`src/rtl/cpu_mmc1_mapper.sv`:
```
// rtl/cpu_mmc1_mapper.sv - NES CPU-side address decoder with MMC1-style serial bank registers.
// Optional PRG-RAM window enabled by defining MMC1_PRG_RAM_EN.
module cpu_mmc1_mapper #(
  parameter int PRG_BANKS  = 8,
  parameter int CHR_BANKS  = 32,
  parameter int PRG_RAM_AW = 13,
  localparam int PRG_BW    = $clog2(PRG_BANKS),
  localparam int CHR_BW    = $clog2(CHR_BANKS)
) (
  input  logic                  clk,
  input  logic                  reset_n,
  input  logic                  WE,
  input  logic [15:0]           addr,
  input  logic [7:0]            data_in,
  input  logic [7:0]            PRG_ROM_out,
  input  logic [7:0]            CPU_RAM_out,
  input  logic [7:0]            PRG_RAM_out,
  input  logic [7:0]            vram_data_out,
  output logic [7:0]            data_out,
  output logic                  CPU_RAM_WE,
  output logic                  PRG_RAM_WE,
  output logic                  vram_WE,
  output logic [10:0]           CPU_RAM_addr,
  output logic [PRG_RAM_AW-1:0] PRG_RAM_addr,
  output logic [PRG_BW+13:0]    PRG_ROM_addr,
  output logic                  ppu_reg_cs,
  output logic [2:0]            ppu_reg_addr,
  output logic [1:0]            mirror,
  output logic [CHR_BW-1:0]     chr_bank0,
  output logic [CHR_BW-1:0]     chr_bank1,
  output logic                  chr_mode
);

  logic              we_q;
  logic [4:0]        shift_q, shift_d;
  logic [2:0]        cnt_q, cnt_d;
  logic [4:0]        control_q, control_d;
  logic [CHR_BW-1:0] chr0_q, chr0_d, chr1_q, chr1_d;
  logic [PRG_BW-1:0] prg_q, prg_d;
  logic              prg_off_q, prg_off_d;

  logic              accept;
  logic [4:0]        shift_val;
  logic [PRG_BW-1:0] bank;
  logic              in_ram, in_ppu, in_pram, in_rom;
  logic              pram_en;
  logic              unused_ok;

  // Only the rising edge of a held strobe is a serial write.
  assign accept    = WE & ~we_q & addr[15];
  assign shift_val = {data_in[0], shift_q[4:1]};

  always_comb begin
    shift_d   = shift_q;
    cnt_d     = cnt_q;
    control_d = control_q;
    chr0_d    = chr0_q;
    chr1_d    = chr1_q;
    prg_d     = prg_q;
    prg_off_d = prg_off_q;
    if (accept) begin
      if (data_in[7]) begin
        shift_d   = 5'd0;
        cnt_d     = 3'd0;
        control_d = control_q | 5'b01100;
      end else if (cnt_q != 3'd4) begin
        shift_d = shift_val;
        cnt_d   = cnt_q + 3'd1;
      end else begin
        shift_d = 5'd0;
        cnt_d   = 3'd0;
        case (addr[14:13])
          2'd0: control_d = shift_val;
          2'd1: chr0_d    = shift_val[CHR_BW-1:0];
          2'd2: chr1_d    = shift_val[CHR_BW-1:0];
          default: begin
            prg_d     = shift_val[PRG_BW-1:0];
            prg_off_d = shift_val[4];
          end
        endcase
      end
    end
  end

  always_ff @(posedge clk or negedge reset_n) begin
    if (!reset_n) begin
      we_q      <= 1'b0;
      shift_q   <= 5'd0;
      cnt_q     <= 3'd0;
      control_q <= 5'h0C;
      chr0_q    <= '0;
      chr1_q    <= '0;
      prg_q     <= '0;
      prg_off_q <= 1'b0;
    end else begin
      we_q      <= WE;
      shift_q   <= shift_d;
      cnt_q     <= cnt_d;
      control_q <= control_d;
      chr0_q    <= chr0_d;
      chr1_q    <= chr1_d;
      prg_q     <= prg_d;
      prg_off_q <= prg_off_d;
    end
  end

  always_comb begin
    bank = prg_q;
    case (control_q[3:2])
      2'd0, 2'd1: bank = (prg_q & ~PRG_BW'(1)) | PRG_BW'(addr[14]);
      2'd2:       bank = addr[14] ? prg_q : '0;
      default:    bank = addr[14] ? PRG_BW'(PRG_BANKS - 1) : prg_q;
    endcase
  end

`ifdef MMC1_PRG_RAM_EN
  assign pram_en   = ~prg_off_q;
  assign unused_ok = ^data_in[6:1];
`else
  assign pram_en   = 1'b0;
  assign unused_ok = ^{data_in[6:1], PRG_RAM_out, prg_off_q};
`endif

  assign in_ram  = (addr[15:13] == 3'b000);
  assign in_ppu  = (addr[15:13] == 3'b001);
  assign in_pram = (addr[15:13] == 3'b011);
  assign in_rom  = addr[15];

  always_comb begin
    data_out = 8'd0;
    if (in_ram)                 data_out = CPU_RAM_out;
    else if (in_ppu)            data_out = vram_data_out;
    else if (in_pram & pram_en) data_out = PRG_RAM_out;
    else if (in_rom)            data_out = PRG_ROM_out;
  end

  assign CPU_RAM_WE   = WE & in_ram;
  assign vram_WE      = WE & in_ppu;
  assign PRG_RAM_WE   = WE & in_pram & pram_en;
  assign CPU_RAM_addr = addr[10:0];
  assign PRG_RAM_addr = addr[PRG_RAM_AW-1:0];
  assign PRG_ROM_addr = {bank, addr[13:0]};
  assign ppu_reg_cs   = ~in_ppu;
  assign ppu_reg_addr = addr[2:0];
  assign mirror       = control_q[1:0];
  assign chr_mode     = control_q[4];
  assign chr_bank0    = chr0_q;
  assign chr_bank1    = chr1_q;

endmodule

```
`config.mk`:
```
export PLATFORM = sky130hd
export DESIGN_NAME = cpu_mmc1_mapper
export DESIGN_NICKNAME = d
export VERILOG_FILES = /design/src/rtl/cpu_mmc1_mapper.sv
export SDC_FILE = /design/constraint.sdc
export NUM_CORES = 1
export LEC_CHECK = 0
export BUFFER_PORTS_ARGS = -buffer_cell sky130_fd_sc_hd__buf_2
export CAP_MARGIN = 30
export CORE_MARGIN = 4
export CORE_UTILIZATION = 30
export CTS_CLUSTER_DIAMETER = 200
export DETAILED_ROUTE_END_ITERATION = 7
export GPL_TIMING_DRIVEN = 0
export SLEW_MARGIN = 20
export SYNTH_ARGS = -nofsm -noshare
export SYNTH_HDL_FRONTEND = slang
export SYNTH_SLANG_ARGS = --single-unit
```
`constraint.sdc`:
```
create_clock -name clk -period 2 [get_ports clk]
set_input_delay 0.2 -clock clk [delete_from_list [all_inputs] [get_ports clk]]
set_output_delay 0.2 -clock clk [all_outputs]
set_load 0.01 [all_outputs]
```
==> results.md, run 1 <==
- Worst r2r src: we_q
- Chip Height: 82.6 um
- Initial DRC Count: 41
- Number of synthesized register bits: 26
- Total routed wirelength: slightly below 4000 um
- Ratio of cells with drive above 1 in the final layout: between 60 and 70%
- Area Overhead vs Synth: 38.9%
- Final period util: 87.0%
- Crit path DAT: 1.94 ns
- R2R Setup Slk: 0.26 ns
- Post-Synth Adder-Cell Area: 1.50%
- Pin count of the biggest net entering global routing: 27
- Detail Route Antenna Nets: 0
- Final net count: 329
- Buffers added on ports: between 90 and 100
- WP data required: 2.20 ns
- GRT Total Usage: 10.6%
- Routed WL per cell: 11.6 um
- Root Buffer: clkbuf_8
- Initial antenna violation count: 0
- Ranking of synthesized cells by area: dfrtp_1 36%, buf_4 20%, mux2_2 9.5%, mux2i_1 4.8%, nand2_1 3.4%
- Largest family of logic cells by synthesized area: buffers and inverters
- Fmax: 0.574 GHz
- Effective utilization at floorplan: a little under a third
- Hold Fails Final Rpt: 0
- Synth Area in XOR/XNOR: 0%
- Post-synth EDFFs: 0
- Routed vias: 1405
- Minimum clock period: ~1.7 ns
- Drt drc: 0
- Overflow after GRT: 0
- Clk buf depth: 2
- Leakage: 1.32 nW
- Crit path capture type: register
- Worst hold path class: in -> reg
- Top FF cell, synth: dfrtp_1
- Post-Syn Instances: approximately 160
- Synth area leader: dfrtp_1
- Total iterations of the first detailed-routing run: 4
- Num rows: 26
- Post-Syn Area per Cell: 10.2 um^2
- Top-Level Pins: 128
- Final instance area: 2320 um^2
- R2R Path End: cnt_q[0]
- Placed Area: 2250 um^2
- Setup TNS: 0 ns
- Status: completed
- Synth Area in Compound Gates: 8.55%
- Yosys warnings: 0
- Yosys top cell area share: 36.0%
- Crit path to: cnt_q[0]
- Die width: 82.6 um
- ANT cells: 0
- Most frequent cell after synthesis: buf_4
- TritonCTS buffer count: 3
- Top cells by count, synth: 44 x buf_4, 24 x dfrtp_1, 15 x nand2_1
- Crit path launch type: register
- Detailed placement HPWL: 3230 um
- Peak supply drop: 0.371 mV
- Vias in the first global route: approximately 1200
- Vias/cell: between 4 and 5
- Reg clk slew, reported paths: 0.09 ns
- Post-synthesis simple-gate area fraction: 10.9%
- Mapped Nets: 225
- Unrepaired setup endpoints after global routing: false
- First-pass GRT wire length: 5690 um
- Max-slew headroom: 58.4%
- Critical Path Source: we_q
- Final setup viols: 0
- Slew Limit Fails: 0
- Cell Area, Synth: 1670 um^2
- Skew final: between 0.004 and 0.005 ns
- Final GP Congestion: between 0.7 and 0.8
- Register area share after synthesis: around 39%
- Pwr per Cell Area: 519 nW/um^2
- Pin slew with the least headroom to its limit: a little over 0.6 ns
- Post-CTS setup buffers: 0
- Distinct cell type count of the synthesized netlist: 28
- Core area: between 5000 and 6000 um^2
- Max_cap viols: 0
- Worst r2r path cells: 4
- Htree depth: 1
- CTS tree: built
- Full die area: 6820 um^2
- Setup CP Type: reg -> reg
- Worst-path fanout max: 10
- Final Util: 44.2%
- Clock Latency Late Sink: 0.26 ns
- Multiplexer area fraction after synthesis: about 17%
- Clk sinks: 26
- Ys async rst share: 100%
[worst max-delay path: stages (launching register included)]
cell and delay (ns):
dfrtp_1 0.38, nand3b_1 0.20, clkbuf_1 0.25, nor3b_1 0.58
mux2_2 0.28
[metal layers]
layer,track usage [%],vias up,wire [um]
met5,0,-,0
met4,1.96,0,8
met3,1.63,2,283
met2,20.3,45,2060
met1,12.4,635,1560
li1,-,723,-
[state kept, by name (all words and copies together) (netlist names)]
| name | cells |
|---|---|
| control_q | 5 |
| we_q | 1 |
| prg_q | 3 |
| shift_q | 4 |
| chr_bank0 | 5 |
| cnt_q | 3 |
| chr_bank1 | 5 |
[area by class of cell]
type | instances | area [um^2]
buffer | 50 | 368
clock buffer | 4 | 55.1
fill | 504 | 2920
inverter | 3 | 11.3
multi-input combinational | 85 | 642
sequential | 26 | 653
tap | 70 | 87.6
timing repair buffer | 99 | 500
[cells in the final DEF, fill, tap and decap left out]
master,synthesis,routed
and3_1,1,1
dfstp_2,2,2
a22o_1,4,4
inv_1,3,3
nand2b_1,2,2
clkbuf_8,0,4
nor3b_1,1,1
dlygate4sd3_1,0,1
a21oi_1,7,7
mux2i_1,8,8
conb_1,1,1
buf_1,1,1
nand3b_1,1,1
o21ai_0,11,11
and4bb_2,3,3
or2_2,1,1
mux2_2,14,14
nor2_1,5,5
nor3_1,1,1
buf_4,44,44
o22a_1,2,2
buf_6,2,2
mux2_4,3,3
buf_2,0,98
clkbuf_1,3,3
nor4_2,0,1
or3_1,1,1
nand4bb_1,1,1
ha_1,2,2
dfrtp_1,24,24
nand2_1,15,15
[through the flow]
step	std cells	power, W	hold slack (ns)	setup WS (ns)
after floorplan	164	0.000761	-0.0956	0.363
after global placement	332	0.000882	0.234	0.116
after detailed placement	332	0.000888	0.230	0.112
after CTS	337	0.00121	0.0897	0.0966
after global routing	337	0.00127	0.0792	0.153
final	337	0.00120	0.0902	0.259
[report_power, final]
part | internal [W] | leakage [nW] | switching (W)
clock network | 0.000175 | 0.0288 | 0.000154
registers | 0.000550 | 0.350 | 0.0000224
logic | 0.000165 | 0.943 | 0.000138
total | 0.000890 | 1.32 | 0.000314
[timing repair]
item	4_1_cts	5_1_grt
hold endpoints to repair	24	0
setup endpoints to repair	0	3
hold buffers	1	0
resized for setup	0	1
[how the worst min path moves through the flow]
stage | slack (ns) | end | cells past startpoint | startpoint
3_3_place_gp | 0.23 | chr_bank1[4] | 1 | reset_n
6_report | 0.09 | we_q | 1 | WE
4_1_cts | 0.09 | we_q | 1 | WE
3_5_place_dp | 0.23 | chr_bank0[4] | 1 | reset_n
2_1_floorplan | -0.1 | chr_bank0[0] | 0 | reset_n
5_1_grt | 0.08 | we_q | 1 | WE
[logic make-up after synthesis]
logic type / count (synthesis)
other: 1
muxes: 25
and+or+nand+nor: 33
AOI/OAI and AO/OA: 24
DFF: 26
buffers and inverters: 53
adders and majority gates: 2
Note: power is estimated with default switching activity, not from simulation.
==> run 2, diff against run 1 <==
==> constraint.sdc (replaced) <==
create_clock -name clk -period 2 [get_ports clk]
set_input_delay 0.1 -clock clk [delete_from_list [all_inputs] [get_ports clk]]
set_output_delay 0.1 -clock clk [all_outputs]
set_load 0.01 [all_outputs]
==> results.md, run 2 (same netlist as run 1, synthesis figures left out) <==
- Ratio of cells with drive above 1 in the final layout: 64.2% (-0.24 points)
- Vias/cell: 4.17 (about the same)
- Root Buffer: clkbuf_8
- Post-CTS setup buffers: 0 (unchanged)
- Chip Height: 82.6 um (unchanged)
- Slowest-stage cell, CP: nor3b_1
- Pwr per Cell Area: 518 nW/um^2 (-0.29%)
- Setup TNS: 0 ns (unchanged)
- Reg clk slew, reported paths: 0.09 ns (about the same)
- Skew final: 0.00418 ns (unchanged)
- Die width: 82.6 um (unchanged)
- Fmax: 0.559 GHz (-2.7%)
- Pin slew with the least headroom to its limit: 0.623 ns (unchanged)
- Initial DRC Count: 40 (-2.4%)
- GRT Total Usage: 10.6% (+0.023 points)
- Hold Fails Final Rpt: 0 (unchanged)
- Critical path, cell by cell: dlygate4sd3_1 > buf_2 > nand3b_1 > clkbuf_1 > nor3b_1 > mux2_2
- Full die area: 6820 um^2 (unchanged)
- Clk buf depth: 2 (unchanged)
- Max_cap viols: 0 (unchanged)
- Vias in the first global route: 1229 (+0.081%)
- Clock Latency Late Sink: 0.26 ns (about the same)
- Setup CP Type: in -> reg
- Initial antenna violation count: 0 (unchanged)
- Overflow after GRT: 0 (unchanged)
- CTS tree: built
- Status: completed
- Top-Level Pins: 128 (unchanged)
- Placed Area: 2250 um^2 (unchanged)
- Effective utilization at floorplan: 31.8% (unchanged)
- Minimum clock period: 1.79 ns (+0.0480 ns)
- Final GP Congestion: 0.771 (unchanged)
- Final Util: 44.4% (+0.19 points)
- Crit path DAT: 1.99 ns (+0.05 ns)
- WP data required: 2.20 ns (about the same)
- Detailed placement HPWL: 3230 um (unchanged)
- ANT cells: 0 (unchanged)
- Crit path launch type: primary input
- Routed vias: 1409 (+0.28%)
- Delay-heaviest family, CP: buffers and inverters
- TritonCTS buffer count: 3 (unchanged)
- CP peak stage delay: 0.58 ns (about the same)
- Final net count: 330 (+0.30%)
- Post-route non-filler standard cell count: 338 (+0.30%)
- Clk sinks: 26 (unchanged)
- Total iterations of the first detailed-routing run: 4 (unchanged)
- Total routed wirelength: 3910 um (about the same)
- Drt drc: 0 (unchanged)
- Commonest non-fill, non-tap cell in the layout: buf_2
- Final setup viols: 0 (unchanged)
- Pin count of the biggest net entering global routing: 27 (unchanged)
- CP bufs+invs: 3 (+2)
- Num rows: 26 (unchanged)
- Buffers added on ports: 98 (unchanged)
- Area Overhead vs Synth: 39.5%
- Unrepaired setup endpoints after global routing: false
- Final instance area: 2330 um^2 (+0.43%)
- Peak supply drop: 0.371 mV (about the same)
- Core area: 5240 um^2 (unchanged)
- Max-slew headroom: 58.4% (unchanged)
- Leakage: 1.33 nW (+0.32%)
- Routed WL per cell: 11.6 um (-0.24%)
- Slew Limit Fails: 0 (unchanged)
- Final period util: 89.4% (+2.4 points)
- Commonest cells after routing, fill and taps aside: 98 x buf_2, 44 x buf_4, 24 x dfrtp_1
- Crit path capture type: register
- Worst-path fanout max: 10 (unchanged)
- Worst hold path class: in -> reg
- Cell count after placement: 332 (unchanged)
- Htree depth: 1 (unchanged)
- Detail Route Antenna Nets: 0 (unchanged)
- First-pass GRT wire length: 5710 um (+0.37%)
-- run 2: cell types whose count changed in the layout (fill, tap and decap cells not counted), sizes merged --
cell         before  now
dlygate4sd3       1    2
-- run 2: path summary, 6_finish.rpt --
kind | cells after the start | slack, ns | start | end
worst min register to register | 1 | 0.50 | chr_bank1[0] | chr_bank1[0]
max in group asynchronous | 2 | 1.26 | reset_n | control_q[2]
worst min-delay path | 2 | 0.13 | data_in[0] | shift_q[4]
worst max register to register | 4 | 0.26 | we_q | cnt_q[0]
worst max-delay path | 6 | 0.21 | WE | cnt_q[0]
min in group asynchronous | 2 | 0.37 | reset_n | chr_bank0[2]
-- run 2: repair_timing --
action	in CTS	in global routing
setup endpoints to repair	0	3
resized for setup	0	1
hold endpoints to repair	25	0
hold buffers	2	0
-- run 2: cell type report --
type / count / area [um^2]
Fill cell: 502 / 2910
Sequential cell: 26 / 653
Multi-Input combinational cell: 85 / 642
Timing Repair Buffer: 100 / 510
Buffer: 50 / 368
Tap cell: 70 / 87.6
Clock buffer: 4 / 55.1
Inverter: 3 / 11.3
-- run 2: power by group --
part | leakage (nW) | switching [W] | internal, W
registers | 0.350 | 0.0000224 | 0.000550
clock network | 0.0288 | 0.000154 | 0.000175
logic | 0.947 | 0.000138 | 0.000166
-- run 2: through the flow --
step                hold slack [ns]  total power [W]  worst slack [ns]
finish                        0.127          0.00121             0.211
global route                  0.127          0.00128             0.102
CTS                           0.122          0.00122            0.0966
detailed placement            0.130         0.000888             0.112
global placement              0.134         0.000882             0.116
floorplan                    -0.196         0.000761             0.363
-- run 2: routing by layer --
metal / GRT usage (%) / vias to the layer above / wire length [um]
met5: 0 / - / 0
met4: 1.96 / 0 / 8
li1: - / 725 / -
met2: 20.3 / 45 / 2060
met3: 1.63 / 2 / 283
met1: 12.4 / 637 / 1560
-- run 2: worst reg2reg max path, delay by kind of cell, from the launching register on --
kind          cells  cell delay (ns)
mux               1             0.28
buf+inv           1             0.25
flops             1             0.38
simple gates      2             0.78
